==> config.mk <==
export PLATFORM = sky130hd
export DESIGN_NAME = drv_clkctl_flat
export DESIGN_NICKNAME = d
export VERILOG_FILES = /design/src/rtl/drv_clkctl_if.sv /design/src/rtl/drv_clkctl.sv /design/src/flat_wrapper.sv
export SDC_FILE = /design/constraint.sdc
export NUM_CORES = 1
export LEC_CHECK = 0
export CORE_ASPECT_RATIO = 0.7
export CORE_UTILIZATION = 47
export DETAILED_ROUTE_END_ITERATION = 8
export GPL_TIMING_DRIVEN = 0
export PLACE_DENSITY_LB_ADDON = 0.12
export SLEW_MARGIN = 5
export SYNTH_ARGS = -nofsm -noshare
export SYNTH_HDL_FRONTEND = slang
export SYNTH_SLANG_ARGS = --single-unit
==> constraint.sdc <==
create_clock -name clk -period 4.1 [get_ports clk]
set_clock_uncertainty 0.1 [all_clocks]
set_input_delay 0.41 -clock clk [delete_from_list [all_inputs] [get_ports clk]]
set_output_delay 0.41 -clock clk [all_outputs]
set_load 0.01 [all_outputs]
==> src/rtl/drv_clkctl_if.sv <==
// drv_clkctl_if -- control/configuration bus of the divided-clock sequencer.
//   cfg_wr/cfg_div/cfg_ack : divisor update request/acknowledge
//   start/stop             : level-sampled run control
//   burst_n                : pulse count, present only with CLKCTL_BURST_EN
//   clko/tick/busy/done    : generated clock and status
// Modports: master (control logic side), slave (drv_clkctl side).
interface drv_clkctl_if #(
  parameter int unsigned DIVW = 16,
  parameter int unsigned CNTW = 8
);
  logic            cfg_wr;
  logic [DIVW-1:0] cfg_div;
  logic            cfg_ack;
  logic            start;
  logic            stop;
`ifdef CLKCTL_BURST_EN
  logic [CNTW-1:0] burst_n;
`endif
  logic            clko;
  logic            tick;
  logic            busy;
  logic            done;

`ifdef CLKCTL_BURST_EN
  modport master (
    output cfg_wr, cfg_div, start, stop, burst_n,
    input  cfg_ack, clko, tick, busy, done
  );
  modport slave (
    input  cfg_wr, cfg_div, start, stop, burst_n,
    output cfg_ack, clko, tick, busy, done
  );
`else
  modport master (
    output cfg_wr, cfg_div, start, stop,
    input  cfg_ack, clko, tick, busy, done
  );
  modport slave (
    input  cfg_wr, cfg_div, start, stop,
    output cfg_ack, clko, tick, busy, done
  );
`endif
endinterface

==> src/rtl/drv_clkctl.sv <==
// drv_clkctl -- run-control and reconfiguration sequencer for a divided clock.
// clko has a half-period of div_act clk cycles. New divisors are taken through
// a cfg_wr/cfg_ack handshake and applied in IDLE or on a clko falling edge.
// Start/stop never produce a runt pulse on clko.
// Ports:
//   clk  : system clock, rising edge
//   rst  : synchronous active-high reset
//   bus  : drv_clkctl_if.slave (cfg_wr, cfg_div, cfg_ack, start, stop,
//          [burst_n], clko, tick, busy, done)
// Optional feature: define CLKCTL_BURST_EN to add burst_n and a pulse counter
// that stops the clock after burst_n rising edges (0 = continuous).
module drv_clkctl #(
  parameter int unsigned SYSFREQ = 50000000,
  parameter int unsigned DIVW    = 16,
  parameter int unsigned CNTW    = 8,
  parameter int unsigned DEFDIV  = SYSFREQ / 2000000
) (
  input  logic         clk,
  input  logic         rst,
  drv_clkctl_if.slave  bus
);

  typedef enum logic [1:0] {ST_IDLE, ST_RUN, ST_STOP} state_t;

  localparam logic [DIVW-1:0] DIV_RST = DIVW'(DEFDIV);

  state_t          state_q, state_d;
  logic [DIVW-1:0] cnt_q, cnt_d;
  logic [DIVW-1:0] div_act_q, div_act_d;
  logic [DIVW-1:0] div_pend_q, div_pend_d;
  logic            pend_q, pend_d;
  logic            apl_q, apl_d;
  logic            ack_q, ack_d;
  logic            clko_q, clko_d;
  logic            tick_q, tick_d;
  logic            busy_q, busy_d;
  logic            done_q, done_d;
  logic            at_edge;
`ifdef CLKCTL_BURST_EN
  logic [CNTW-1:0] burst_q, burst_d;
  logic [CNTW-1:0] pulses_q, pulses_d;
`endif

  assign at_edge = (cnt_q >= div_act_q - DIVW'(1));

  always_comb begin
    state_d    = state_q;
    cnt_d      = cnt_q;
    clko_d     = clko_q;
    tick_d     = 1'b0;
    div_act_d  = div_act_q;
    div_pend_d = div_pend_q;
    pend_d     = pend_q;
    apl_d      = 1'b0;
    ack_d      = apl_q;
`ifdef CLKCTL_BURST_EN
    burst_d    = burst_q;
    pulses_d   = pulses_q;
`endif

    // apl_q covers the gap between apply and ack so a still-held cfg_wr is not re-captured
    if (bus.cfg_wr && !pend_q && !apl_q && !ack_q) begin
      pend_d     = 1'b1;
      div_pend_d = (bus.cfg_div == '0) ? DIVW'(1) : bus.cfg_div;
    end

    case (state_q)
      ST_IDLE: begin
        clko_d = 1'b0;
        cnt_d  = '0;
        if (pend_q) begin
          div_act_d = div_pend_q;
          pend_d    = 1'b0;
          apl_d     = 1'b1;
        end
        if (bus.start && !bus.stop) begin
          state_d = ST_RUN;
`ifdef CLKCTL_BURST_EN
          burst_d  = bus.burst_n;
          pulses_d = '0;
`endif
        end
      end
      default: begin
        if (!at_edge) begin
          cnt_d = cnt_q + DIVW'(1);
        end else begin
          cnt_d = '0;
          if (clko_q) begin
            // falling edge: full-period boundary, safe point for a divisor swap
            clko_d = 1'b0;
            if (pend_q) begin
              div_act_d = div_pend_q;
              pend_d    = 1'b0;
              apl_d     = 1'b1;
            end
          end else if (state_q == ST_RUN) begin
            clko_d = 1'b1;
            tick_d = 1'b1;
`ifdef CLKCTL_BURST_EN
            pulses_d = pulses_q + CNTW'(1);
            if (burst_q != '0 && pulses_q + CNTW'(1) == burst_q) begin
              state_d = ST_STOP;
            end
`endif
          end
          if (state_q == ST_STOP) begin
            state_d = ST_IDLE;
          end
        end
        if (state_q == ST_RUN && bus.stop) begin
          state_d = ST_STOP;
        end
      end
    endcase

    busy_d = (state_d != ST_IDLE);
    done_d = (state_q != ST_IDLE) && (state_d == ST_IDLE);
  end

  always_ff @(posedge clk) begin
    if (rst) begin
      state_q    <= ST_IDLE;
      cnt_q      <= '0;
      div_act_q  <= DIV_RST;
      div_pend_q <= DIV_RST;
      pend_q     <= 1'b0;
      apl_q      <= 1'b0;
      ack_q      <= 1'b0;
      clko_q     <= 1'b0;
      tick_q     <= 1'b0;
      busy_q     <= 1'b0;
      done_q     <= 1'b0;
`ifdef CLKCTL_BURST_EN
      burst_q    <= '0;
      pulses_q   <= '0;
`endif
    end else begin
      state_q    <= state_d;
      cnt_q      <= cnt_d;
      div_act_q  <= div_act_d;
      div_pend_q <= div_pend_d;
      pend_q     <= pend_d;
      apl_q      <= apl_d;
      ack_q      <= ack_d;
      clko_q     <= clko_d;
      tick_q     <= tick_d;
      busy_q     <= busy_d;
      done_q     <= done_d;
`ifdef CLKCTL_BURST_EN
      burst_q    <= burst_d;
      pulses_q   <= pulses_d;
`endif
    end
  end

  assign bus.cfg_ack = ack_q;
  assign bus.clko    = clko_q;
  assign bus.tick    = tick_q;
  assign bus.busy    = busy_q;
  assign bus.done    = done_q;

endmodule

==> src/flat_wrapper.sv <==
// flat-port wrapper written by rule: the top's interface ports become plain ports
module drv_clkctl_flat 
#(
  parameter int unsigned SYSFREQ = 50000000,
  parameter int unsigned DIVW    = 16,
  parameter int unsigned CNTW    = 8,
  parameter int unsigned DEFDIV  = SYSFREQ / 2000000
)
  (clk, rst, bus_cfg_wr, bus_cfg_div, bus_start, bus_stop, bus_cfg_ack, bus_clko, bus_tick, bus_busy, bus_done);
  drv_clkctl_if #(.DIVW(DIVW), .CNTW(CNTW)) bus_i ();
  input  logic clk;
  input  logic rst;
  input wire logic [$bits(bus_i.cfg_wr)-1:0] bus_cfg_wr;
  input wire logic [$bits(bus_i.cfg_div)-1:0] bus_cfg_div;
  input wire logic [$bits(bus_i.start)-1:0] bus_start;
  input wire logic [$bits(bus_i.stop)-1:0] bus_stop;
  output wire logic [$bits(bus_i.cfg_ack)-1:0] bus_cfg_ack;
  output wire logic [$bits(bus_i.clko)-1:0] bus_clko;
  output wire logic [$bits(bus_i.tick)-1:0] bus_tick;
  output wire logic [$bits(bus_i.busy)-1:0] bus_busy;
  output wire logic [$bits(bus_i.done)-1:0] bus_done;
  assign bus_i.cfg_wr = bus_cfg_wr;
  assign bus_i.cfg_div = bus_cfg_div;
  assign bus_i.start = bus_start;
  assign bus_i.stop = bus_stop;
  assign bus_cfg_ack = bus_i.cfg_ack;
  assign bus_clko = bus_i.clko;
  assign bus_tick = bus_i.tick;
  assign bus_busy = bus_i.busy;
  assign bus_done = bus_i.done;
  drv_clkctl #(.SYSFREQ(SYSFREQ), .DIVW(DIVW), .CNTW(CNTW), .DEFDIV(DEFDIV)) u_core (.clk(clk), .rst(rst), .bus(bus_i));
endmodule
# == Word-level counts from Yosys, hierarchy flattened ==
# Cells that the tools add are included.
# totals
inputBits,21
reg_bits,57
word_cells,59
out_inout_bits,5
# op_classes
n_reduce_logical,21
eq_ne,2
n_bitwise,1
add_sub_neg,2
n_mux,21
order_cmp,1
# ops
op,count
$mux W16,5
$add A16 B1 Y16 const B,1
$ge A16 B16 Y1,1
$logic_not A16 Y1,1
$sub A16 B1 Y16 const B,1
$mux W1,11
$mux W2,5
$reduce_bool A2 Y1,4
$logic_and A1 B1 Y1,6
$reduce_or A3 Y1,2
$logic_not A1 Y1,4
$logic_not A2 Y1,2
$eq A2 B1 Y1 const B,1
$eq A2 B2 Y1 const B,1
$reduce_and A2 Y1,1
$reduce_or A2 Y1,1
$not A1 Y1,1

# == Logic depth before layout (Yosys ltp) ==
# Gate-level depths: netlist (run 1).
# logic_depth
depth_word,9
ltp_mapped,13
ltp_nobuf,12

# == Worst setup path after synthesis (run 1) ==
# OpenSTA, ideal clock, no wires.
# synth_path
kind,register to register
startpoint,reg u_core.div_act_q[2]
endpoint,reg u_core.div_act_q[10]
setup_time_ns,0.072
path_stages_with_launch,13
path_slack_ns,0.337
path_buffers,1
required_ns,3.928
arrival_ns,3.591
synth_period_minus_slack_ns,3.763
cell_sequence,dfxtp_1 or3_1 nor3b_1 nand2_1 nor4_1 xnor2_1 ha_1 nand4_2 or3_1 or4_4 a31oi_4 buf_12 mux2i_1
# synth_via
elab_chain_len,4
# synth_rtl
item,line,source
from (decl),drv_clkctl.sv:29,"logic [DIVW-1:0] div_act_q, div_act_d;"
from (signal assigned),drv_clkctl.sv:141,div_act_q <= div_act_d;
$sub A16 B1 Y16,drv_clkctl.sv:44,assign at_edge = (cnt_q >= div_act_q - DIVW'(1));
$ge A16 B16 Y1,drv_clkctl.sv:44,
$reduce_bool A2 Y1 (no line),n/a,
$reduce_and A2 Y1 (no line),n/a,
# No other way between the ends.
# A chain may end at the register's enable or synchronous reset.

# == Worst setup path in the final report (run 1) ==
# Ends and elaborated chain as after synthesis.

==> flow_metrics.py, run 1 <==
metrics = {
    "outcome": {
        "status": "completed",
    },
    "sta": {
        "finalSetupViolCount": 0,
        "hold_violations": 0,
        "finalCritPeriodShare_pct": 95.4,
        "max_slew.worst_pin.slew_ps": 1010,
        "relSlewSlack_pct": 32.0,
        "final_max_slew_viol_count": 0,
        "fin_crit_ps": 3910,
        "fin_setup_tns_ps": 0,
        "fmax_mhz": 256,
        "worst_slack_ps": 190,
    },
    "clocking": {
        "path_clk_slew_ps": 70,
        "htreeDepth": 3,
        "cts_hold_buffers": 0,
        "root_buffer": "clkbuf_8",
        "numCtsBuffers": 9,
        "tritoncts": "yes",
        "clk_path_buf_depth": 2,
        "cts_sinks": 57,
        "insertion_delay_ps": 340,
    },
    "cells_and_area": {
        "diodes": 0,
        "layout.nets": 419,
        "nFillCells": 560,
        "register_area_um2": 1140,
        "multi_input_area_um2": 1760,
        "layout-drive-gt1-share_pct": 8.57,
        "area_growth_pct": 20.8,
    },
    "placed_design": {
        "post-place-ws_ps": -202,
        "dpl.hpwl_um": 4970,
        "place_congestion": 0.810,
        "portBuffers": 25,
    },
    "global_route": {
        "track_usage_pct": 20.9,
        "overflow": 0,
        "first_global_vias": 2169,
        "grt_max_degree": 11,
        "grt_pass1_wl_um": 10500,
        "antenna_found_initial": 0,
    },
    "routing": {
        "num_vias": 2449,
        "drtIter0Drc": 88,
        "routed.top_layer": "met4",
        "wl_met3_um": 268,
        "drcViolationCount": 0,
        "detail_route.wl_per_cell_um": 14.2,
        "drtAntennaViolNets": 0,
        "wl_met1_um": 3540,
        "wl_met2_um": 2640,
        "dr.pass1.iters": 4,
        "viasPerCell": 5.32,
        "wl_um": 6520,
    },
    "synth": {
        "postSynthCellCount": 339,
        "syn-cell-area_um2": 2960,
        "synth-simple-area-share_pct": 28.1,
        "ys_types": 46,
        "syn_avg_cell_area_um2": 8.72,
        "synth-seq-cells": 57,
        "synth_nets": 378,
        "synthAdderAreaFrac_pct": 7.62,
        "synthFlopType": "dfxtp_1",
        "synth_edf_count": 0,
        "yosysWarnings": 0,
        "synthXorXnorAreaFrac_pct": 8.00,
        "synth_top_family_by_area": "simple AND/OR/NAND/NOR gates",
        "synthArstFlopShare_pct": 0,
        "synthMuxAreaShare_pct": 5.42,
        "synth_compound_area_share_pct": 9.48,
        "ys_seq_area_share_pct": 38.6,
    },
    "worst_setup_path": {
        "arrival_ps": 4080,
        "reg2reg_slack_ps": 190,
        "endpoint_kind": "flop",
        "crit_path_max_fanout": 10,
        "required_ps": 4270,
        "cp-start-kind": "flop",
        "r2r_cells": 12,
        "worst-setup-path-type": "reg2reg",
    },
    "floorplanning": {
        "initial_core_util_pct": 50.1,
        "io_pins": 26,
        "core_um2": 5900,
        "dieArea_um2": 6610,
        "die_w_um": 96.8,
        "dieHeight_um": 68.3,
        "rows": 23,
    },
    "power_and_ir_drop": {
        "p_leak_nw": 1.29,
        "p_per_area_nw_per_um2": 351,
        "ir_worst_vdd_mv": 0.261,
    },
    "min_path": {
        "worstHoldPathCells": 1,
        "hp-class": "reg2reg",
    },
    "job": {
        "maxCapViolations": 0,
    },
}
state kept, by name, summed over array words and instances (netlist names), 2 cells and up:
register and flops:
u_core.div_pend_q 16, u_core.state_q 2, u_core.cnt_q 16, u_core.div_act_q 16
where the power goes:
group | internal, W | total (W) | switching (W)
logic | 0.0000692 | 0.000138 | 0.0000691
clock network | 0.000295 | 0.000525 | 0.000230
registers | 0.000574 | 0.000590 | 0.0000156
area by class of cell:
type	instances	area share [%]
Inverter	5	0.526
Clock inverter	5	1.54
Clock buffer	11	3.96
Tap cell	75	2.63
Multi-Input combinational cell	265	49.2
Timing Repair Buffer	30	8.41
Buffer	12	1.75
Sequential cell	57	32.0
worst max-delay path, stage by stage, from the launching register on:
cell	delay, ps
dfxtp_1	350
or3_1	470
nor3b_4	310
nand2_1	120
nor4_1	250
xnor2_1	130
ha_1	320
nand4_2	150
or3_1	430
or4_4	570
a31oi_4	280
buf_12	180
mux2i_1	180
synth_stat cells, types with 2 or more instances:
master | count | share of area, %
nand3b_1 | 2 | 0.51
or3_1 | 3 | 0.64
xor2_1 | 13 | 3.9
and3_1 | 2 | 0.42
xnor2_1 | 14 | 4.1
o21ai_0 | 6 | 1.0
inv_1 | 5 | 0.64
mux2i_1 | 16 | 5.4
nand2_1 | 44 | 5.6
clkbuf_1 | 10 | 1.3
nand2b_1 | 28 | 5.9
nor2b_1 | 3 | 0.64
or4_1 | 2 | 0.51
nor3_1 | 5 | 0.85
and4_1 | 2 | 0.59
ha_1 | 18 | 7.6
nand4_1 | 8 | 1.7
and2_1 | 2 | 0.42
dfxtp_1 | 57 | 39
a211oi_1 | 2 | 0.51
nor3b_1 | 2 | 0.51
nand3_1 | 5 | 0.85
nor2_1 | 34 | 4.3
nor4b_1 | 2 | 0.59
a21oi_1 | 25 | 4.2
nor4_1 | 9 | 1.9
through the flow:
step                      util [%]  instance area, um2  hold slack [ps]  power, W  cells
after floorplan                  -                2960              325  0.000682    339
after global placement        55.9                3300              341  0.000730    439
after detailed placement      55.9                3300              349  0.000732    439
after CTS                     59.8                3530              358   0.00126    456
after global routing          60.5                3570              380   0.00131    460
final                         60.5                3570              359   0.00125    460
cells in the final DEF, fill, tap and decap left out, drive strengths merged, types with 6 or more instances in the layout:
| cell type | netlist | layout |
|---|---|---|
| xor2 | 13 | 13 |
| ha | 18 | 18 |
| nand4 | 9 | 9 |
| o21ai | 6 | 6 |
| nor2 | 34 | 34 |
| buf | 2 | 7 |
| nand2 | 45 | 45 |
| xnor2 | 14 | 14 |
| nand2b | 28 | 28 |
| mux2i | 16 | 16 |
| a21oi | 25 | 25 |
| nor4 | 9 | 9 |
| dfxtp | 57 | 57 |
| clkdlybuf4s50 | 0 | 25 |
| clkbuf | 10 | 21 |
repair_timing:
item | CTS | global route
pin swaps | 1 | 1
setup buffers | 1 | 4
resized for setup | 2 | 2
endpoints found under the setup margin | 27 | 32
kinds of logic after synthesis:
| group | Yosys count |
|---|---|
| buffers and inverters | 17 |
| and+or+nand+nor | 160 |
| adders and majority gates | 18 |
| AOI/OAI and AO/OA | 44 |
| xor gates and xnor gates | 27 |
| muxes | 16 |
| DFF | 57 |
path summary, 6_finish.rpt:
kind                            start                    to
hold / removal        u_core.cnt_q[0]       u_core.cnt_q[0]
setup / recovery  u_core.div_act_q[2]  u_core.div_act_q[10]
hold reg to reg       u_core.cnt_q[0]       u_core.cnt_q[0]
setup reg to reg  u_core.div_act_q[2]  u_core.div_act_q[10]
per-layer routing:
layer  vias to the layer above  track usage, %
met4                         0            6.16
met5                         -               0
met1                      1134            29.8
li1                       1271               -
met2                        38            29.9
met3                         6            6.44
Note: power is estimated with default switching activity, not from simulation.
==> run 2: changes to the inputs <==
--- a/config.mk
+++ b/config.mk
@@ -6,9 +6,10 @@
 export NUM_CORES = 1
 export LEC_CHECK = 0
 export CORE_ASPECT_RATIO = 0.7
-export CORE_UTILIZATION = 47
+export CORE_UTILIZATION = 55
 export DETAILED_ROUTE_END_ITERATION = 8
 export GPL_TIMING_DRIVEN = 0
+export MAX_ROUTING_LAYER = met4
 export PLACE_DENSITY_LB_ADDON = 0.12
 export SLEW_MARGIN = 5
 export SYNTH_ARGS = -nofsm -noshare
==> flow_metrics.py, run 2 (same netlist as run 1, synthesis figures left out) <==
metrics = {
    "clocking": {
        "tritoncts": "yes",
        "clk_path_buf_depth": 2,
        "htreeDepth": 3,
        "cts_hold_buffers": 0,
        "insertion_delay_ps": 340,
        "root_buffer": "clkbuf_8",
        "cts_sinks": 57,
        "numCtsBuffers": 9,
        "path_clk_slew_ps": 70,
    },
    "cells_and_area": {
        "final_common_cell": "dfxtp_1",
        "layout_common_cells": "57 x dfxtp_1, 44 x nand2_1, 34 x nor2_1",
        "diodes": 0,
        "fin_area_um2": 3570,
        "layout-drive-gt1-share_pct": 9.11,
        "layout.nets": 418,
        "finish.utilization_pct": 72.0,
        "fin_cells": 453,
        "area_growth_pct": 20.9,
        "reg_top3": "u_core.cnt_q: 16 flops, u_core.div_act_q: 16 flops, u_core.div_pend_q: 16 flops",
    },
    "floorplanning": {
        "dieHeight_um": 63.3,
        "rows": 21,
        "dieArea_um2": 5680,
        "io_pins": 26,
        "die_w_um": 89.6,
        "core_um2": 4970,
        "initial_core_util_pct": 59.5,
    },
    "routing": {
        "viasPerCell": 5.49,
        "detail_route.wl_per_cell_um": 15.0,
        "drcViolationCount": 0,
        "drtIter0Drc": 107,
        "num_vias": 2488,
        "drtAntennaViolNets": 0,
        "dr.pass1.iters": 5,
        "wl_um": 6790,
    },
    "worst_setup_path": {
        "cp-start-kind": "flop",
        "slowest_delay_ps": 570,
        "endpoint_kind": "flop",
        "required_ps": 4280,
        "crit_family": "simple AND/OR/NAND/NOR gates",
        "crit_path_max_fanout": 7,
        "worst-setup-path-type": "reg2reg",
        "arrival_ps": 4040,
        "crit_chain": "or3_4 > nor3b_4 > nand2_1 > nor4_2 > xnor2_1 > ha_1 > nand4_2 > or3_1 > or4_4 > a31oi_4 > buf_4 > mux2i_1",
        "cp_slowest_cell": "or4_4",
        "cp.buffers_inverters": 1,
    },
    "global_route": {
        "grt_pass1_wl_um": 11000,
        "use_met3_pct": 7.86,
        "grt_max_degree": 12,
        "busiest_layer": "met2",
        "antenna_found_initial": 0,
        "track_usage_pct": 27.2,
        "use_met2_pct": 38.9,
        "first_global_vias": 2356,
        "grtUsageMet1_pct": 36.4,
        "overflow": 0,
    },
    "outcome": {
        "status": "completed",
    },
    "power_and_ir_drop": {
        "ir_worst_vdd_mv": 0.235,
        "p_per_area_nw_per_um2": 354,
        "p_total_w": 0.00126,
        "p_leak_nw": 1.28,
    },
    "sta": {
        "relSlewSlack_pct": 36.7,
        "max_slew.worst_pin.slew_ps": 937,
        "rsz0062_at_grt": "false",
        "finalSetupViolCount": 0,
        "final_max_slew_viol_count": 0,
        "hold_violations": 0,
        "finalCritPeriodShare_pct": 94.3,
        "worst_slack_ps": 236,
        "fmax_mhz": 259,
        "fin_crit_ps": 3860,
    },
    "min_path": {
        "hp-class": "reg2reg",
    },
    "placed_design": {
        "place_congestion": 0.808,
        "dp_cells": 433,
        "post_dp_cell_area_um2": 3290,
        "post-place-ws_ps": -247,
        "portBuffers": 25,
        "dpl.hpwl_um": 4980,
    },
    "job": {
        "maxCapViolations": 0,
    },
}
==> run 2: cell types whose count changed in the layout (fill, tap and decap cells not counted) <==
cell        change
buf_2           -1
nor4_4          +1
clkinvlp_4      +3
clkinv_2        -2
or3_1           -1
or3_4           +1
nor4_1          -1
buf_12          -1
buf_4           +1
clkbuf_1        -1
==> run 2: area by class of cell <==
class | count | area, um2
timing repair buffer | 29 | 280
buffer | 12 | 65.1
clock buffer | 10 | 138
sequential | 57 | 1140
multi-input combinational | 265 | 1780
tap | 69 | 86.3
clock inverter | 6 | 67.6
inverter | 5 | 18.8
fill | 389 | 1390
==> run 2: timing repair <==
item | in CTS | in global routing
resized for setup | 2 | 7
setup buffers | 1 | 3
setup endpoints to repair | 27 | 33
pin swaps | 1 | 1
==> run 2: path summary, 6_finish.rpt <==
check	startpoint	endpoint	slack (ps)	cells after the start
max	u_core.div_act_q[2]	u_core.div_act_q[5]	240	12
min	u_core.cnt_q[0]	u_core.cnt_q[0]	360	1
max reg2reg	u_core.div_act_q[2]	u_core.div_act_q[5]	240	12
min reg2reg	u_core.cnt_q[0]	u_core.cnt_q[0]	360	1
==> run 2: per-stage QoR <==
stage,hold slack [ps],setup TNS [ps]
4_1_cts,360,0
5_1_grt,378,0
3_5_place_dp,351,-4240
3_3_place_gp,345,-1960
6_report,360,0
2_1_floorplan,325,0
==> run 2: metal layers <==
| layer | part of all wire, % | wire length [um] |
|---|---|---|
| met5 | 0 | 0 |
| met4 | 0.94 | 64 |
| met3 | 3.9 | 268 |
| met2 | 45 | 3020 |
| met1 | 51 | 3430 |
==> run 2: where the power goes <==
group	total, W	internal (W)	switching, W
registers	0.000590	0.000574	0.0000164
logic	0.000135	0.0000657	0.0000691
clock network	0.000540	0.000296	0.000243
total	0.00126	0.000936	0.000329
==> run 3: changes to the inputs <==
--- a/config.mk
+++ b/config.mk
@@ -5,8 +5,8 @@
 export SDC_FILE = /design/constraint.sdc
 export NUM_CORES = 1
 export LEC_CHECK = 0
-export CORE_ASPECT_RATIO = 0.7
-export CORE_UTILIZATION = 55
+export CORE_ASPECT_RATIO = 0.6
+export CORE_UTILIZATION = 30
 export DETAILED_ROUTE_END_ITERATION = 8
 export GPL_TIMING_DRIVEN = 0
 export MAX_ROUTING_LAYER = met4
==> flow_metrics.py, run 3 (same netlist as run 1, synthesis figures left out) <==
metrics = {
    "outcome": {
        "status": "completed",
    },
    "sta": {
        "fin_setup_tns_ps": 0,
        "finalSetupViolCount": 0,
        "relSlewSlack_pct": 30.9,
        "max_slew.worst_pin.slew_ps": 1020,
        "finalCritPeriodShare_pct": 94.6,
        "fin_crit_ps": 3880,
        "fmax_mhz": 258,
        "worst_slack_ps": 223,
        "hold_violations": 0,
        "fin_hold_ws_ps": 356,
        "final_max_slew_viol_count": 0,
    },
    "min_path": {
        "worstHoldPathCells": 2,
        "hp-class": "reg2reg",
    },
    "placed_design": {
        "post_dp_cell_area_um2": 3370,
        "post-place-ws_ps": -416,
        "dpl.hpwl_um": 5490,
        "portBuffers": 25,
        "place_congestion": 0.748,
    },
    "clocking": {
        "insertion_delay_ps": 330,
        "cts_sinks": 57,
        "root_buffer": "clkbuf_16",
        "numCtsBuffers": 9,
        "clk_path_buf_depth": 2,
        "path_clk_slew_ps": 50,
        "tritoncts": "yes",
        "htreeDepth": 3,
    },
    "floorplanning": {
        "io_pins": 26,
        "dieHeight_um": 78.9,
        "dieArea_um2": 10300,
        "die_w_um": 130,
        "rows": 27,
        "core_um2": 9360,
        "initial_core_util_pct": 31.6,
    },
    "cells_and_area": {
        "register_area_um2": 1140,
        "layout_common_cells": "57 x dfxtp_1, 43 x nand2_1, 34 x nor2_1",
        "area_growth_pct": 28.1,
        "fin_area_um2": 3790,
        "layout-drive-gt1-share_pct": 9.40,
        "nFillCells": 974,
        "diodes": 0,
        "reg_top3": "u_core.cnt_q: 16 flops, u_core.div_act_q: 16 flops, u_core.div_pend_q: 16 flops",
        "layout.nets": 417,
        "final_common_cell": "dfxtp_1",
        "multi_input_area_um2": 1790,
        "finish.utilization_pct": 40.5,
    },
    "global_route": {
        "track_usage_pct": 16.2,
        "antenna_found_initial": 0,
        "overflow": 0,
        "first_global_vias": 2336,
        "grt_max_degree": 11,
        "grt_pass1_wl_um": 12000,
    },
    "worst_setup_path": {
        "worst-setup-path-type": "reg2reg",
        "crit_path_max_fanout": 10,
        "cp-start-kind": "flop",
        "r2r_cells": 12,
        "arrival_ps": 4030,
        "endpoint_kind": "flop",
        "required_ps": 4250,
        "reg2reg_slack_ps": 220,
    },
    "routing": {
        "detail_route.wl_per_cell_um": 14.1,
        "num_vias": 2398,
        "dr.pass1.iters": 4,
        "wl_um": 7240,
        "drtAntennaViolNets": 0,
        "viasPerCell": 4.67,
        "drtIter0Drc": 85,
        "drcViolationCount": 0,
    },
    "power_and_ir_drop": {
        "p_leak_nw": 1.35,
        "p_per_area_nw_per_um2": 410,
        "ir_worst_vdd_mv": 0.193,
    },
    "job": {
        "maxCapViolations": 0,
    },
}
[run 3: report_power, final]
part	total [W]	switching [W]	leakage, nW	internal, W
Combinational	0.000137	0.0000713	0.729	0.0000660
Clock	0.000822	0.000260	0.162	0.000562
Sequential	0.000592	0.0000164	0.463	0.000575
[run 3: stage by stage]
step,instances,total power [W]
after floorplan,339,0.000682
after global placement,494,0.000735
after detailed placement,494,0.000736
after CTS,512,0.00157
after global routing,513,0.00161
final,513,0.00155
[run 3: layer usage]
metal / vias to the layer above / share of wire (%) / track usage [%]
met5: - / 0 / -
met4: 0 / 0.40 / 4.88
met3: 6 / 3.2 / 5.26
met2: 23 / 36 / 18.8
met1: 1103 / 60 / 24.9
li1: 1266 / - / -
[run 3: repair_timing]
item | CTS | global route
buffers inserted | 2 | 1
hold buffers | 0 | 0
endpoints found under the setup margin | 33 | 33
pin swaps | 1 | 3
resized for setup | 3 | 8
[run 3: worst paths after layout]
| kind | startpoint | endpoint |
|---|---|---|
| setup / recovery | u_core.div_act_q[2] | u_core.div_act_q[11] |
| hold / removal | u_core.div_pend_q[8] | u_core.div_pend_q[8] |
| setup reg to reg | u_core.div_act_q[2] | u_core.div_act_q[11] |
| hold reg to reg | u_core.div_pend_q[8] | u_core.div_pend_q[8] |
[run 3: cell type report]
cell class / count / share of cell area [%]
multi-input combinational: 265 / 47.4
sequential: 57 / 30.1
timing repair buffer: 28 / 7.30
clock buffer: 11 / 6.68
tap: 130 / 4.30
clock inverter: 5 / 2.05
buffer: 12 / 1.65
inverter: 5 / 0.496
[run 3: critical path, cell delays in order (launching register included)]
cell,delay (ps)
dfxtp_1,350
or3_4,440
nor3b_4,310
nand2_2,140
nor4_4,250
xnor2_1,110
ha_1,310
nand4_2,170
or3_1,440
or4_4,570
a31oi_4,230
buf_12,170
mux2i_1,200
